--- src/rtl/phy_tx_sched.sv ---
// phy_tx_sched: link bring-up FSM and two-requester transmit scheduler
// sitting in front of a PHY transmitter.
//
// Brings the link up (INIT -> TRAIN -> LINK), retries training a bounded
// number of times before latching FAIL, and in LINK grants one of two
// word sources per cycle, registering the granted word towards the PHY.
//
// Ports:
//   clk_f      in   word clock (single clock domain)
//   reset      in   synchronous, active-high
//   req0/data0 in   requester 0 request and word (held stable while req0)
//   req1/data1 in   requester 1 request and word (held stable while req1)
//   rx_active  in   receiver lock indication from the RX side
//   gnt0/gnt1  out  combinational grants, LINK only, at most one per cycle
//   data_input out  registered word to the PHY transmitter
//   valid      out  registered: data_input carries a new word this cycle
//   active     out  registered: PHY transmitter enabled (TRAIN/LINK)
//   state      out  INIT=0, TRAIN=1, LINK=2, FAIL=3
//   link_fail  out  registered: training retries exhausted
//
// Build option: define PHY_SCHED_RR_EN for round-robin arbitration;
// otherwise req0 has fixed priority over req1 and no pointer is built.
module phy_tx_sched #(
  parameter int INIT_CYCLES   = 4,
  parameter int LOCK_CYCLES   = 2,
  parameter int TRAIN_TIMEOUT = 64,
  parameter int MAX_RETRIES   = 3
) (
  input  logic        clk_f,
  input  logic        reset,
  input  logic        req0,
  input  logic [31:0] data0,
  input  logic        req1,
  input  logic [31:0] data1,
  input  logic        rx_active,
  output logic        gnt0,
  output logic        gnt1,
  output logic [31:0] data_input,
  output logic        valid,
  output logic        active,
  output logic [1:0]  state,
  output logic        link_fail
);

  typedef enum logic [1:0] {
    ST_INIT  = 2'd0,
    ST_TRAIN = 2'd1,
    ST_LINK  = 2'd2,
    ST_FAIL  = 2'd3
  } state_e;

  // One cycle counter serves both the INIT dwell and the TRAIN timeout.
  localparam int CYC_MAX = (INIT_CYCLES > TRAIN_TIMEOUT) ? INIT_CYCLES : TRAIN_TIMEOUT;
  localparam int CYC_W   = $clog2(CYC_MAX + 1);
  localparam int LOCK_W  = $clog2(LOCK_CYCLES + 1);
  localparam int RTY_W   = $clog2(MAX_RETRIES + 1);

  localparam logic [CYC_W-1:0]  INIT_LAST  = CYC_W'(INIT_CYCLES - 1);
  localparam logic [CYC_W-1:0]  TRAIN_LAST = CYC_W'(TRAIN_TIMEOUT - 1);
  localparam logic [CYC_W-1:0]  CYC_SAT    = CYC_W'(CYC_MAX);
  localparam logic [LOCK_W-1:0] LOCK_LAST  = LOCK_W'(LOCK_CYCLES - 1);
  localparam logic [RTY_W-1:0]  RTY_MAX    = RTY_W'(MAX_RETRIES);

  state_e            state_q, state_d;
  logic [CYC_W-1:0]  cyc_q, cyc_d;
  logic [LOCK_W-1:0] lock_q, lock_d;
  logic [RTY_W-1:0]  rty_q, rty_d;
  logic [RTY_W-1:0]  rty_inc;
  logic [31:0]       data_q, data_d;
  logic              valid_q, valid_d;
  logic              active_q, active_d;
  logic              link_fail_q, link_fail_d;
  logic              grant_ok;

  // Grants only in a healthy LINK cycle; a dropping rx_active or a reset
  // cycle suppresses them so no word is consumed and then lost.
  assign grant_ok = (state_q == ST_LINK) && rx_active && !reset;

`ifdef PHY_SCHED_RR_EN
  logic ptr_q, ptr_d;

  always_comb begin
    gnt0 = 1'b0;
    gnt1 = 1'b0;
    if (grant_ok) begin
      if (req0 && req1) begin
        gnt0 = !ptr_q;
        gnt1 = ptr_q;
      end else begin
        gnt0 = req0;
        gnt1 = req1;
      end
    end
    // Pointer hands priority to the requester that was not just served.
    ptr_d = ptr_q;
    if (gnt0) ptr_d = 1'b1;
    else if (gnt1) ptr_d = 1'b0;
  end

  always_ff @(posedge clk_f) begin
    if (reset) ptr_q <= 1'b0;
    else       ptr_q <= ptr_d;
  end
`else
  assign gnt0 = grant_ok && req0;
  assign gnt1 = grant_ok && req1 && !req0;
`endif

  assign rty_inc = (rty_q == RTY_MAX) ? rty_q : rty_q + 1'b1;

  always_comb begin
    state_d = state_q;
    cyc_d   = cyc_q;
    lock_d  = lock_q;
    rty_d   = rty_q;
    case (state_q)
      ST_INIT: begin
        if (cyc_q >= INIT_LAST) begin
          state_d = ST_TRAIN;
          cyc_d   = '0;
          lock_d  = '0;
        end else begin
          cyc_d = cyc_q + 1'b1;
        end
      end
      ST_TRAIN: begin
        // Lock is tested first so it wins over a coincident timeout.
        if (rx_active && (lock_q >= LOCK_LAST)) begin
          state_d = ST_LINK;
          cyc_d   = '0;
          lock_d  = '0;
          rty_d   = '0;
        end else if (cyc_q >= TRAIN_LAST) begin
          state_d = (rty_inc == RTY_MAX) ? ST_FAIL : ST_INIT;
          rty_d   = rty_inc;
          cyc_d   = '0;
          lock_d  = '0;
        end else begin
          cyc_d  = (cyc_q == CYC_SAT) ? cyc_q : cyc_q + 1'b1;
          lock_d = rx_active ? lock_q + 1'b1 : '0;
        end
      end
      ST_LINK: begin
        if (!rx_active) begin
          state_d = ST_TRAIN;
          cyc_d   = '0;
          lock_d  = '0;
        end
      end
      default: begin
        state_d = ST_FAIL;
      end
    endcase

    valid_d     = gnt0 || gnt1;
    data_d      = gnt0 ? data0 : (gnt1 ? data1 : data_q);
    active_d    = (state_d == ST_TRAIN) || (state_d == ST_LINK);
    link_fail_d = (state_d == ST_FAIL);
  end

  always_ff @(posedge clk_f) begin
    if (reset) begin
      state_q     <= ST_INIT;
      cyc_q       <= '0;
      lock_q      <= '0;
      rty_q       <= '0;
      data_q      <= '0;
      valid_q     <= 1'b0;
      active_q    <= 1'b0;
      link_fail_q <= 1'b0;
    end else begin
      state_q     <= state_d;
      cyc_q       <= cyc_d;
      lock_q      <= lock_d;
      rty_q       <= rty_d;
      data_q      <= data_d;
      valid_q     <= valid_d;
      active_q    <= active_d;
      link_fail_q <= link_fail_d;
    end
  end

  assign state      = state_q;
  assign data_input = data_q;
  assign valid      = valid_q;
  assign active     = active_q;
  assign link_fail  = link_fail_q;

endmodule

--- config.mk ---
export PLATFORM = sky130hd
export DESIGN_NAME = phy_tx_sched
export DESIGN_NICKNAME = d
export VERILOG_FILES = /design/src/rtl/phy_tx_sched.sv
export SDC_FILE = /design/constraint.sdc
export NUM_CORES = 1
export LEC_CHECK = 0
export BUFFER_PORTS_ARGS = -buffer_cell sky130_fd_sc_hd__buf_4
export CORE_UTILIZATION = 35
export DETAILED_ROUTE_END_ITERATION = 8
export PLACE_DENSITY = 0.65
export SETUP_SLACK_MARGIN = 0.4
export SLEW_MARGIN = 5
export SYNTH_ARGS = -nofsm -noshare
export SYNTH_HDL_FRONTEND = slang
export SYNTH_SLANG_ARGS = --single-unit
export TNS_END_PERCENT = 20
--- constraint.sdc ---
create_clock -name clk_f -period 2.7 [get_ports clk_f]
set_input_delay 0.27 -clock clk_f [delete_from_list [all_inputs] [get_ports clk_f]]
set_output_delay 0.27 -clock clk_f [all_outputs]
set_load 0.02 [all_outputs]
* Yosys cells after proc, flatten, opt, wreduce, memory -nomap -nowiden
Index checks and enable logic that the tools add are counted.
** Word-level totals
- Word-level logic and storage cells :: 65
- Bits of input ports :: 69
- Flip-flop bits (word level) :: 48
- Output and inout port bits :: 39
** Cells by class
- $add $sub $neg :: 3
- Magnitude comparators :: 3
- Reduce and logical (&&, ||, !) cells :: 17
- Muxes and demuxes :: 23
- Equality and inequality tests :: 11
** Operators with widths (count)
- two-way mux 32 bit :: 2
- two-way mux 7 bit :: 5
- two-way mux 2 bit :: 13
- case mux 7 bit (3 select lines) :: 1
- case mux 2 bit (3 select lines) :: 2
- == test 2 bit (second input constant) :: 5
- adder 7 x 1 -> 7 bit (second input constant) :: 1
- == test 7 bit (second input constant) :: 1
- >= comparator 7 x 2 -> 1 bit (second input constant) :: 1
- >= comparator 7 x 6 -> 1 bit (second input constant) :: 1
- logical AND 1 bit :: 6
- AND reduction 3 bit :: 2
- adder 2 x 1 -> 2 bit (second input constant) :: 2
- == test 2 x 1 -> 1 bit (second input constant) :: 2
- != test 2 bit (second input constant) :: 2
- != test 4 bit (second input constant) :: 1
- nonzero test 2 bit :: 2
- nonzero test 3 bit :: 1
- >= comparator 2 x 1 -> 1 bit (second input constant) :: 1
- logical NOT 1 bit :: 2
- logical NOT 2 bit :: 1
- logical OR 1 bit :: 2
- AND reduction 2 bit :: 1

* Depth between registers and ports, before layout
Gate-level depths: netlist of the first run.
- Word-level depth :: 9
- Depth in mapped cells :: 8
- Depth with buffers taken out :: 8

* Least setup slack after synthesis of the first run
OpenSTA, ideal clock, no wires.
- Path type :: reg2reg
- From :: reg state_q[0], in the netlist state[0]
- To :: reg active_q, in the netlist active
- Period minus slack after synthesis :: 2097 ps
- Arrival time :: 1970 ps
- Stages on the path, launching flop included :: 9
- Path slack :: 603 ps
- Buffers on the path :: 0
- Library setup time :: 127 ps
- Data required time :: 2573 ps
- Path through :: dfxtp_1 > inv_1 > ha_1 > a21o_1 > a41oi_1 > o21bai_1 > nand3_1 > ha_1 > nor2b_1
** Between the ends
- Elaborated cells on any way between the ends :: 11
- Those cells by class :: eq/ne: 4; mux: 5; reduce/logical: 2
** RTL lines
- start, declared :: RTL line 64 : state_e state_q, state_d;
- start signal, assigned :: RTL line 172 : state_q <= state_d;
- == test 2 bit (tied with other cells) :: RTL line 116 : case (state_q)
- case mux 2 bit (3 select lines) (*) :: RTL line 116
- named net state_d[1] :: RTL line 64
- == test 2 x 1 -> 1 bit / == test 2 bit (equally long branches) :: RTL line 157 : active_d = (state_d == ST_TRAIN) || (state_d == ST_LINK);
- logical OR 1 bit (*) :: RTL line 157
- named net active_d :: RTL line 71 : logic active_q, active_d;
- end signal, assigned :: RTL line 178 : active_q <= active_d;
- end, declared :: RTL line 71
Mark *: on every way through the listed nets, which the timed path passes. The rest lies on a longest branch.
A chain may end at the register's enable or synchronous reset.

* Final worst setup path of the first run
- From :: reg state_q[0], in the netlist state[0]
- To :: out gnt0
** Between the ends
- Longest elaborated chain between the ends :: 4
** RTL lines
- == test 2 bit :: RTL line 77 : assign grant_ok = (state_q == ST_LINK) && rx_active && !reset;
- logical AND 1 bit (2 in series) :: RTL line 77
- logical AND 1 bit :: RTL line 105 : assign gnt0 = grant_ok && req0;
- end, declared :: RTL line 36 : output logic gnt0,
No other way between the ends.

==> flow_metrics.env, run 1 <==
export IMPL_run_status="completed"
export IMPL_cts_buffers=5
export IMPL_synth_cell_type_count=39
export IMPL_maxCapViolCount=0
export IMPL_fin_crit_ns=2.22
export IMPL_drtAntennaViolNets=0
export IMPL_p_total_w=0.00151
export IMPL_antenna_found_initial=0
export IMPL_n_antenna_cell=0
export IMPL_cts_hold_buf=0
export IMPL_ys_ff_latch=48
export IMPL_tns_ns=0
export IMPL_use_met1_pct=22.0
export IMPL_die_y_um=83.6
export IMPL_vias_per_cell=5.14
export IMPL_synth_area_leaders="dfxtp_1 (41%), a311oi_1 (12%), nand2_1 (10%), nor2_1 (5.8%), ha_1 (4.3%)"
export IMPL_hold_class="input pin to flip-flop"
export IMPL_dp_hpwl_mm=4.44
export IMPL_clk_path_buf_depth=2
export IMPL_h_tree_depth=2
export IMPL_tightest_slew_ns=0.587
export IMPL_drive_gt1_share_pct=32.4
export IMPL_ys_warn_count=0
export IMPL_ir_worst_vdd_v=0.000227
export IMPL_clkTransAtPathRegs_ns=0.10
export IMPL_vias=2378
export IMPL_grtUsageMet3_pct=4.85
export IMPL_gr_usage_met2_pct=31.1
export IMPL_grt_use_total_pct=18.3
export IMPL_io_pins=108
export IMPL_relSlewSlack_pct=60.8
export IMPL_worstPathMaxFanout=17
export IMPL_port_buffers=107
export IMPL_post_cts_buffers=0
export IMPL_grt_setup_unrepaired="true"
export IMPL_top_usage_layer="met2"
export IMPL_arrival_ns=1.95
export IMPL_syn_avg_cell_area_um2=8.17
export IMPL_layout_area_overhead_vs_synth_pct=41.0
export IMPL_fill_cells=638
export IMPL_hold_viol=0
export IMPL_start_util_pct=36.5
export IMPL_endpoint_kind="output pin"
export IMPL_crit_type="flip-flop to output pin"
export IMPL_cts_tree="built"
export IMPL_crit_required_ns=2.43
export IMPL_core_area_um2=6390
export IMPL_synthCells=285
export IMPL_grt_start_max_net_pins=65
export IMPL_die_w_um=83.6
export IMPL_worst_setup_path_start_kind="flip-flop"
export IMPL_synth_top_area_share_pct=41.3
export IMPL_dr_pass1_iters=4
export IMPL_root_buffer="clkbuf_8"
export IMPL_leakage_nw=1.40
export IMPL_drc_errors=0
export IMPL_grt_ovfl_total=0
export IMPL_setup_viol=0
export IMPL_drt_iter0_drc=78
export IMPL_ys_seq_area_share_pct=41.3
export IMPL_syn_num_nets=362
export IMPL_grt_pass1_vias=2275
export IMPL_synth_area_um2=2330
export IMPL_skew_ns=0.00629
export IMPL_synth_top_area_cell="dfxtp_1"
export IMPL_grt_pass1_wl_mm=10.5
export IMPL_wl_mm=6.40
export IMPL_fmax_mhz=451
export IMPL_nets=462
export IMPL_p_per_area_nw_per_um2=458
export IMPL_place_gp_congestion=0.773
export IMPL_fp_row_count=29
export IMPL_fp_dieArea_um2=6980
export IMPL_cts_sinks=48
export IMPL_post_drt_wl_per_cell_um=13.8
export IMPL_fin_crit_sh_pct=82.2
export IMPL_clk_latency_ns=0.31
export IMPL_slew_violations=0
[per-stage QoR]
step | utilization (%) | cell area [µm²] | hold WS (ns) | std cells | worst slack, ns
2_1_floorplan | - | 2330 | 0.419 | 285 | 0.603
3_3_place_gp | 49.7 | 3180 | 0.435 | 455 | 0.614
3_5_place_dp | 49.7 | 3180 | 0.446 | 455 | 0.532
4_1_cts | 51.2 | 3270 | 0.212 | 463 | 0.456
5_1_grt | 51.4 | 3280 | 0.216 | 463 | 0.345
6_report | 51.4 | 3280 | 0.218 | 463 | 0.481
[kinds of logic (layout without fill, tap and decap cells)]
family / Yosys count / count (layout) / synth area share (%)
AO/OA/AOI/OAI: 63 / 63 / 21.2
XOR/XNOR: 2 / 2 / 0.752
buffers and inverters: 28 / 129 / 5.86
AND/OR/NAND/NOR: 136 / 136 / 26.7
adder cells (fa/ha/maj): 8 / 8 / 4.30
flip-flops: 48 / 48 / 41.3
[worst max-delay path: stages, from the launching register on]
cell        delay, ns
dfxtp_1          0.44
inv_1            0.11
ha_1             0.28
nand4b_1         0.19
clkinvlp_4       0.34
buf_4            0.28
[cell usage after synthesis (all sizes together)]
library cell  instances
nand2                66
dfxtp                48
nor2                 36
a311oi               31
buf                  11
inv                   9
clkbuf                8
ha                    8
a21oi                 6
nand3                 6
nor2b                 6
a211oi                5
nand2b                4
nand4                 4
or3                   4
a21o                  3
a31oi                 3
o211ai                3
o32ai                 3
nand4b                2
o21ai                 2
o22ai                 2
xor2                  2
a22o                  1
a41oi                 1
and2                  1
and4                  1
nand3b                1
nor3                  1
nor3b                 1
nor4                  1
nor4b                 1
o21bai                1
o31a                  1
o31ai                 1
or4                   1
[report_power, final]
group | internal (W) | switching (W) | total, W
clock network | 0.000210 | 0.000259 | 0.000469
logic | 0.000146 | 0.000139 | 0.000285
registers | 0.000728 | 0.0000234 | 0.000752
[what timing repair did]
item	4_1_cts	5_1_grt
hold endpoints to repair	0	0
setup endpoints to repair	0	3
gates resized for setup	0	2
[path summary, 6_finish.rpt]
kind                                       to  cells past startpoint  slack [ns]                   start
setup / recovery                         gnt0                      5        0.48     state[0]$_SDFF_PP0_
setup reg to reg            active$_SDFF_PP0_                      8        0.60     state[0]$_SDFF_PP0_
hold / removal    data_input[12]$_SDFFE_PP0P_                      3        0.22               data0[12]
hold reg to reg        lock_q[0]$_SDFFE_PP0P_                      1        0.46  lock_q[0]$_SDFFE_PP0P_
[final cells by class]
class	instances	area, µm²	area share (%)
Inverter	9	37.5	1.14
Sequential cell	48	961	29.3
Multi-Input combinational cell	209	1240	37.7
Timing Repair Buffer	112	853	26.0
Clock inverter	2	13.8	0.419
Clock buffer	6	82.6	2.52
Tap cell	77	96.3	2.93
[cells in the final DEF, fill, tap and decap left out, types with 2 or more instances in the layout]
cell type  synthesis  layout
nand3_1            6       6
nand4b_1           2       2
o32ai_1            3       3
xor2_1             2       2
ha_1               8       8
a21oi_1            6       6
nand2b_1           4       4
o22ai_1            2       2
o211ai_1           3       3
o21ai_0            2       2
nor2_1            36      36
a211oi_1           5       5
or3_1              4       4
dfxtp_1           48      48
inv_1              9       8
a311oi_1          31      31
nand2_1           65      65
buf_4              0     111
nor2b_1            6       6
a21o_1             3       3
nand4_1            4       4
a31oi_1            3       3
clkbuf_8           0       6
[sequential cells by signal, indices dropped and copies added, names as in the netlist]
name and count:
state 2, cyc_q 7, active 1, lock_q 2, rty_q 2, link_fail 1, valid 1, data_input 32
[metal layers]
metal  up-vias  share of wire [%]
met3        14                6.0
li1       1216                  -
met4         0                2.3
met1      1074                 44
met2        74                 48
met5         -                  0
Note: power is estimated with default switching activity, not from simulation.
==> run 2: changes to the inputs <==
--- a/config.mk
+++ b/config.mk
@@ -8,7 +8,7 @@
 export BUFFER_PORTS_ARGS = -buffer_cell sky130_fd_sc_hd__buf_4
 export CORE_UTILIZATION = 35
 export DETAILED_ROUTE_END_ITERATION = 8
-export PLACE_DENSITY = 0.65
+export PLACE_DENSITY = 0.67
 export SETUP_SLACK_MARGIN = 0.4
 export SLEW_MARGIN = 5
 export SYNTH_ARGS = -nofsm -noshare
==> constraint.sdc (replaced) <==
create_clock -name clk_f -period 2.04 [get_ports clk_f]
set_input_delay 0.204 -clock clk_f [delete_from_list [all_inputs] [get_ports clk_f]]
set_output_delay 0.204 -clock clk_f [all_outputs]
set_load 0.02 [all_outputs]
==> run 2 against run 1 <==
Compared with the run above: global-route usage decreased by 0.17 points; combinational power increased by 76%; total power increased by 46%; first-iteration DRC count increased by 74%; clock power increased by 48%; sequential share of layout area decreased by 1.5 points; critical path depth increased by 3; wire length increased by 0.47%; core utilization increased by 3.6 points; final area increased by 7.0%; highest routed layer unchanged.
==> flow_metrics.env, run 2 (synthesis gave the netlist of run 1 again) <==
export IMPL_vias_per_cell=5.14
export IMPL_arrival_ns=1.98
export IMPL_relSlewSlack_pct=77.7
export IMPL_endpoint_kind="flip-flop"
export IMPL_slew_violations=0
export IMPL_p_sw_share_pct=26.5
export IMPL_p_per_area_nw_per_um2=626
export IMPL_fin_crit_sh_pct=87.7
export IMPL_dr_pass1_iters=4
export IMPL_p_total_w=0.00220
export IMPL_nets=477
export IMPL_hold_class="input pin to flip-flop"
export IMPL_crit_path_end="active$_SDFF_PP0_"
export IMPL_grt_setup_unrepaired="true"
export IMPL_antenna_found_initial=0
export IMPL_maxCapViolCount=0
export IMPL_hold_viol=0
export IMPL_setup_viol=0
export IMPL_ff2ff_setup_slack_ns=0.25
export IMPL_tightest_slew_ns=0.334
export IMPL_wl_mm=6.43
export IMPL_leakage_nw=1.50
export IMPL_crit_buf_inv=1
export IMPL_clock_power_share_pct=31.7
export IMPL_crit_required_ns=2.23
export IMPL_tns_ns=0
export IMPL_path_depth=8
export IMPL_cts_hold_buf=0
export IMPL_switchingPower_w=0.000582
export IMPL_io_pins=108
export IMPL_worstPathMaxFanout=6
export IMPL_layout_common_cells="buf_4 (124), nand2_1 (65), dfxtp_1 (43)"
export IMPL_drc_errors=0
export IMPL_cpPeakStageDelay_ns=0.40
export IMPL_combPwrFrac_pct=22.8
export IMPL_cts_buffers=5
export IMPL_grt_use_total_pct=18.1
export IMPL_fmax_mhz=559
export IMPL_fp_dieArea_um2=6980
export IMPL_ir_worst_vdd_v=0.000295
export IMPL_r2r_start="state[0]$_SDFF_PP0_"
export IMPL_grt_pass1_wl_mm=10.5
export IMPL_cts_tree="built"
export IMPL_worst_path_max_delay_cell="dfxtp_4"
export IMPL_fin_crit_ns=1.79
export IMPL_worst_setup_path_start_kind="flip-flop"
export IMPL_largest_register_ffs=32
export IMPL_cts_sinks=48
export IMPL_root_buffer="clkbuf_8"
export IMPL_fp_row_count=29
export IMPL_crit_family="compound AO/OA/AOI/OAI gates"
export IMPL_crit_type="flip-flop to flip-flop"
export IMPL_layout_area_overhead_vs_synth_pct=50.9
export IMPL_vias=2457
export IMPL_crit_chain="inv_4 > ha_4 > a21o_4 > a41oi_2 > o21bai_4 > nand3_2 > ha_2 > nor2b_1"
export IMPL_clk_latency_ns=0.30
export IMPL_n_antenna_cell=0
export IMPL_skew_ns=0.00439
export IMPL_grt_pass1_vias=2299
export IMPL_drt_iter0_drc=136
export IMPL_die_y_um=83.6
export IMPL_clkTransAtPathRegs_ns=0.09
export IMPL_h_tree_depth=2
export IMPL_final_core_util_pct=55.0
export IMPL_place_gp_congestion=0.780
export IMPL_drtAntennaViolNets=0
export IMPL_dp_hpwl_mm=4.47
export IMPL_run_status="completed"
export IMPL_grt_ovfl_total=0
export IMPL_min_from="data0[18]"
export IMPL_p_seq_share_pct=45.5
export IMPL_core_area_um2=6390
export IMPL_final_common_cell="buf_4"
export IMPL_post_drt_wl_per_cell_um=13.4
export IMPL_die_w_um=83.6
export IMPL_crit_start="state[0]$_SDFF_PP0_"
export IMPL_drive_gt1_share_pct=39.4
export IMPL_p_int_w=0.00162
export IMPL_rr_worst_depth=8
export IMPL_port_buffers=107
export IMPL_clk_path_buf_depth=2
export IMPL_grt_start_max_net_pins=43
export IMPL_start_util_pct=36.5
export IMPL_worstReg2RegEnd="active$_SDFF_PP0_"
## run 2: worst min path at each step
stage	cells after the start	to	slack [ns]
2_1_floorplan	2	data_input[0]$_SDFFE_PP0P_	0.36
3_3_place_gp	1	lock_q[0]$_SDFFE_PP0P_	0.44
3_5_place_dp	1	lock_q[0]$_SDFFE_PP0P_	0.44
4_1_cts	3	data_input[19]$_SDFFE_PP0P_	0.15
5_1_grt	3	data_input[5]$_SDFFE_PP0P_	0.16
6_report	3	data_input[18]$_SDFFE_PP0P_	0.16
## run 2: area by class of cell
class                      instances  area (µm²)
fill                             593        2870
sequential                        48         975
clock inverter                     2        35.0
timing repair buffer             127         973
multi-input combinational        209        1330
clock buffer                       6        72.6
tap                               77        96.3
inverter                           9        36.3
## run 2: per-layer routing
metal	vias up	track usage [%]	routed length, µm
met5	-	0	0
met3	16	4.75	369
met1	1109	21.5	2810
met4	0	5.55	136
met2	82	31.9	3110
li1	1250	-	-
## run 2: per-stage QoR
step | hold WS, ns | instances | setup WS (ns) | cell area (µm²)
2_1_floorplan | 0.363 | 285 | 0.324 | 2390
3_3_place_gp | 0.437 | 458 | 0.233 | 3260
3_5_place_dp | 0.440 | 458 | 0.208 | 3260
4_1_cts | 0.153 | 472 | 0.257 | 3440
5_1_grt | 0.161 | 478 | 0.196 | 3510
6_report | 0.158 | 478 | 0.251 | 3510
## run 2: what timing repair did
item | CTS | global route
setup endpoints to repair | 13 | 42
hold endpoints to repair | 0 | 0
buffers inserted | 6 | 6
resized for setup | 7 | 8
cloned | 0 | 0
pin swaps | 8 | 3
## run 2: tightest hold or removal path: cells and delay by family
family,cells,cell delay [ns]
AOI/OAI and AO/OA,1,0.07
buffers and inverters,1,0.11
and+or+nand+nor,1,0.04
## run 2: power by group through the flow
stage / combinational, W / clock [W] / sequential (W)
floorplan: 0.000222 / 0 / 0.00103
global placement: 0.000384 / 0 / 0.00102
detailed placement: 0.000389 / 0 / 0.00102
CTS: 0.000472 / 0.000716 / 0.00100
global route: 0.000555 / 0.000748 / 0.00101
finish: 0.000502 / 0.000696 / 0.00100
==> run 3: changes to the inputs <==
--- a/config.mk
+++ b/config.mk
@@ -5,6 +5,7 @@
 export SDC_FILE = /design/constraint.sdc
 export NUM_CORES = 1
 export LEC_CHECK = 0
+export ABC_AREA = 1
 export BUFFER_PORTS_ARGS = -buffer_cell sky130_fd_sc_hd__buf_4
 export CORE_UTILIZATION = 35
 export DETAILED_ROUTE_END_ITERATION = 8
==> run 3 against run 2 <==
Compared with the run above: clock-buffer cell count unchanged; critical path depth grew 2; clock power fell by 15%; combinational power grew 41%; synthesized cell count grew 25%; worst hold slack improved by 0.015 ns; final area is 5.6% higher; maximum frequency rose by 5.9%; non-clock buffer count is 4 lower; largest cell class unchanged.
==> flow_metrics.env, run 3 <==
export IMPL_fp_row_count=29
export IMPL_dp_hpwl_mm=4.67
export IMPL_hold_path_depth=3
export IMPL_crit_chain="ha_4 > nand2_4 > nor2_4 > nand3b_1 > nand2_4 > buf_12 > inv_12 > nor2_1 > o21ai_1 > a21oi_1"
export IMPL_worst_path_max_delay_cell="dfxtp_4"
export IMPL_synth_main_ff_cell="dfxtp_1"
export IMPL_die_y_um=84.8
export IMPL_fmax_mhz=592
export IMPL_drc_errors=0
export IMPL_fin_crit_sh_pct=82.8
export IMPL_synth_area_leaders="dfxtp_1 (40%), nand2_1 (11%), nor2_1 (10%), a21oi_1 (8.6%), o21ai_1 (6.0%)"
export IMPL_ir_worst_vdd_v=0.000290
export IMPL_root_buffer="clkbuf_8"
export IMPL_post_place_ws_ns=0.219
export IMPL_cts_tree="built"
export IMPL_layout_area_overhead_vs_synth_pct=54.5
export IMPL_synth_edf_count=0
export IMPL_start_util_pct=36.9
export IMPL_port_buffers=107
export IMPL_endpoint_kind="flip-flop"
export IMPL_worstPathMaxFanout=16
export IMPL_grt_start_max_net_pins=64
export IMPL_hold_path_endpoint="data_input[27]$_SDFFE_PP0P_"
export IMPL_hold_viol=0
export IMPL_worstReg2RegEnd="data_input[17]$_SDFFE_PP0P_"
export IMPL_cpPeakStageDelay_ns=0.40
export IMPL_syn_avg_cell_area_um2=6.76
export IMPL_ys_warn_count=0
export IMPL_die_w_um=84.8
export IMPL_async_reset_ff_share_pct=0
export IMPL_dp_cells=527
export IMPL_synthCells=355
export IMPL_path_common_cell="nand2_4"
export IMPL_h_tree_depth=2
export IMPL_layout_common_cells="buf_4 (114), nand2_1 (65), nor2_1 (56)"
export IMPL_grt_use_total_pct=18.3
export IMPL_run_status="completed"
export IMPL_r2r_start="state[1]$_SDFF_PP0_"
export IMPL_dr_pass1_iters=4
export IMPL_fp_dieArea_um2=7190
export IMPL_setup_viol=0
export IMPL_combPwrFrac_pct=30.2
export IMPL_drt_iter0_drc=95
export IMPL_crit_buf_inv=2
export IMPL_n_antenna_cell=0
export IMPL_wl_mm=7.17
export IMPL_ff2ff_setup_slack_ns=0.35
export IMPL_largest_register_ffs=32
export IMPL_drive_gt1_share_pct=40.8
export IMPL_final_common_cell="buf_4"
export IMPL_antenna_found_initial=0
export IMPL_ys_ff_latch=48
export IMPL_nets=549
export IMPL_min_from="data1[27]"
export IMPL_crit_required_ns=2.27
export IMPL_relSlewSlack_pct=70.3
export IMPL_synth_cell_type_count=22
export IMPL_skew_ns=0.00584
export IMPL_p_int_w=0.00159
export IMPL_grt_ovfl_total=0
export IMPL_cts_sinks=48
export IMPL_maxCapViolCount=0
export IMPL_fill_cells=600
export IMPL_synth_common_cells="nand2_1 (72), nor2_1 (66), dfxtp_1 (48)"
export IMPL_slew_violations=0
export IMPL_cts_buffers=5
export IMPL_crit_family="simple AND/OR/NAND/NOR gates"
export IMPL_clock_power_share_pct=25.3
export IMPL_io_pins=108
export IMPL_ys_seq_area_share_pct=40.0
export IMPL_p_sw_share_pct=32.4
export IMPL_synth_most_common_cell="nand2_1"
export IMPL_drtAntennaViolNets=0
export IMPL_hold_class="input pin to flip-flop"
export IMPL_arrival_ns=1.92
export IMPL_worst_setup_path_start_kind="flip-flop"
export IMPL_fin_crit_ns=1.69
export IMPL_post_drt_wl_per_cell_um=13.0
export IMPL_grt_pass1_vias=2333
export IMPL_syn_num_nets=432
export IMPL_crit_type="flip-flop to flip-flop"
export IMPL_place_gp_congestion=0.750
export IMPL_grt_pass1_wl_mm=10.5
export IMPL_tightest_slew_ns=0.445
export IMPL_synth_area_um2=2400
export IMPL_core_area_um2=6490
export IMPL_fin_cells=550
export IMPL_leakage_nw=1.80
export IMPL_cts_hold_buf=0
export IMPL_synth_top_area_share_pct=40.0
export IMPL_vias=2627
export IMPL_vias_per_cell=4.78
export IMPL_grt_setup_unrepaired="true"
export IMPL_tns_ns=0
export IMPL_rr_worst_depth=10
export IMPL_clkTransAtPathRegs_ns=0.09
export IMPL_p_per_area_nw_per_um2=632
export IMPL_switchingPower_w=0.000759
export IMPL_p_seq_share_pct=44.5
export IMPL_synth_top_area_cell="dfxtp_1"
export IMPL_clk_latency_ns=0.30
export IMPL_worst_slack_ns=0.351
export IMPL_clk_path_buf_depth=2
[run 3: cell types whose count changed after synthesis, sizes merged, moves of 5 or more]
cell    change
a311oi     -31
o21ai      +34
a211oi      -5
inv        +19
nor2b       -6
a21oi      +35
nor2       +49
nand2       +8
[run 3: cell families after synthesis]
family	Yosys count	synth area share, %
simple gates	176	30.9
flops	48	40.0
buf+inv	45	8.50
fa+ha+maj	8	4.17
compound gates	78	16.4
[run 3: how the worst max path moves through the flow]
stage | from | endpoint | depth (start not counted)
after floorplan | state[0]$_SDFF_PP0_ | active$_SDFF_PP0_ | 12
after global placement | cyc_q[1]$_SDFFE_PP0P_ | active$_SDFF_PP0_ | 12
after detailed placement | state[0]$_SDFF_PP0_ | data_input[9]$_SDFFE_PP0P_ | 10
after CTS | cyc_q[0]$_SDFFE_PP0P_ | active$_SDFF_PP0_ | 12
after global routing | state[0]$_SDFF_PP0_ | data_input[17]$_SDFFE_PP0P_ | 11
final | state[1]$_SDFF_PP0_ | data_input[17]$_SDFFE_PP0P_ | 10
[run 3: final cells by class]
| class | count | area [µm²] | area share (%) |
|---|---|---|---|
| clock inverter | 2 | 10.0 | 0.270 |
| timing repair buffer | 123 | 982 | 26.5 |
| tap | 77 | 96.3 | 2.60 |
| clock buffer | 6 | 82.6 | 2.23 |
| multi-input combinational | 262 | 1380 | 37.1 |
| inverter | 28 | 125 | 3.37 |
| timing repair inverter | 4 | 53.8 | 1.45 |
| sequential | 48 | 981 | 26.5 |
[run 3: worst register-to-register path: cells and delay by family, from the launching register on]
| kind | cells | cell delay (ns) |
|---|---|---|
| and+or+nand+nor | 5 | 0.66 |
| DFF | 1 | 0.40 |
| AOI/OAI and AO/OA | 2 | 0.21 |
| adders and majority gates | 1 | 0.16 |
| buffers and inverters | 2 | 0.19 |
[run 3: layer usage]
metal | vias to the layer above | wire length, µm | GRT usage, %
li1 | 1364 | - | -
met1 | 1184 | 2920 | 21.3
met2 | 69 | 3670 | 31.1
met3 | 10 | 439 | 6.19
met4 | 0 | 135 | 7.09
met5 | - | 0 | 0
[run 3: per-stage QoR]
step	instance area, µm²	power, W	util (%)	hold WS [ns]
2_1_floorplan	2440	0.00145	-	0.388
3_3_place_gp	3280	0.00166	50.5	0.453
3_5_place_dp	3280	0.00167	50.5	0.456
4_1_cts	3480	0.00231	53.6	0.165
5_1_grt	3710	0.00250	57.1	0.176
6_report	3710	0.00235	57.1	0.174
[run 3: power by group through the flow]
| stage | sequential (W) | combinational (W) | clock [W] |
|---|---|---|---|
| after floorplan | 0.00107 | 0.000379 | 0 |
| after CTS | 0.00103 | 0.000669 | 0.000611 |
| after detailed placement | 0.00105 | 0.000615 | 0 |
| after global placement | 0.00105 | 0.000611 | 0 |
| after global routing | 0.00105 | 0.000803 | 0.000645 |
| final | 0.00104 | 0.000708 | 0.000593 |
[run 3: repair_timing]
item	4_1_cts	5_1_grt
gates cloned	0	4
pin swaps	7	17
setup buffers	6	5
setup endpoints to repair	36	42
resized for setup	21	41
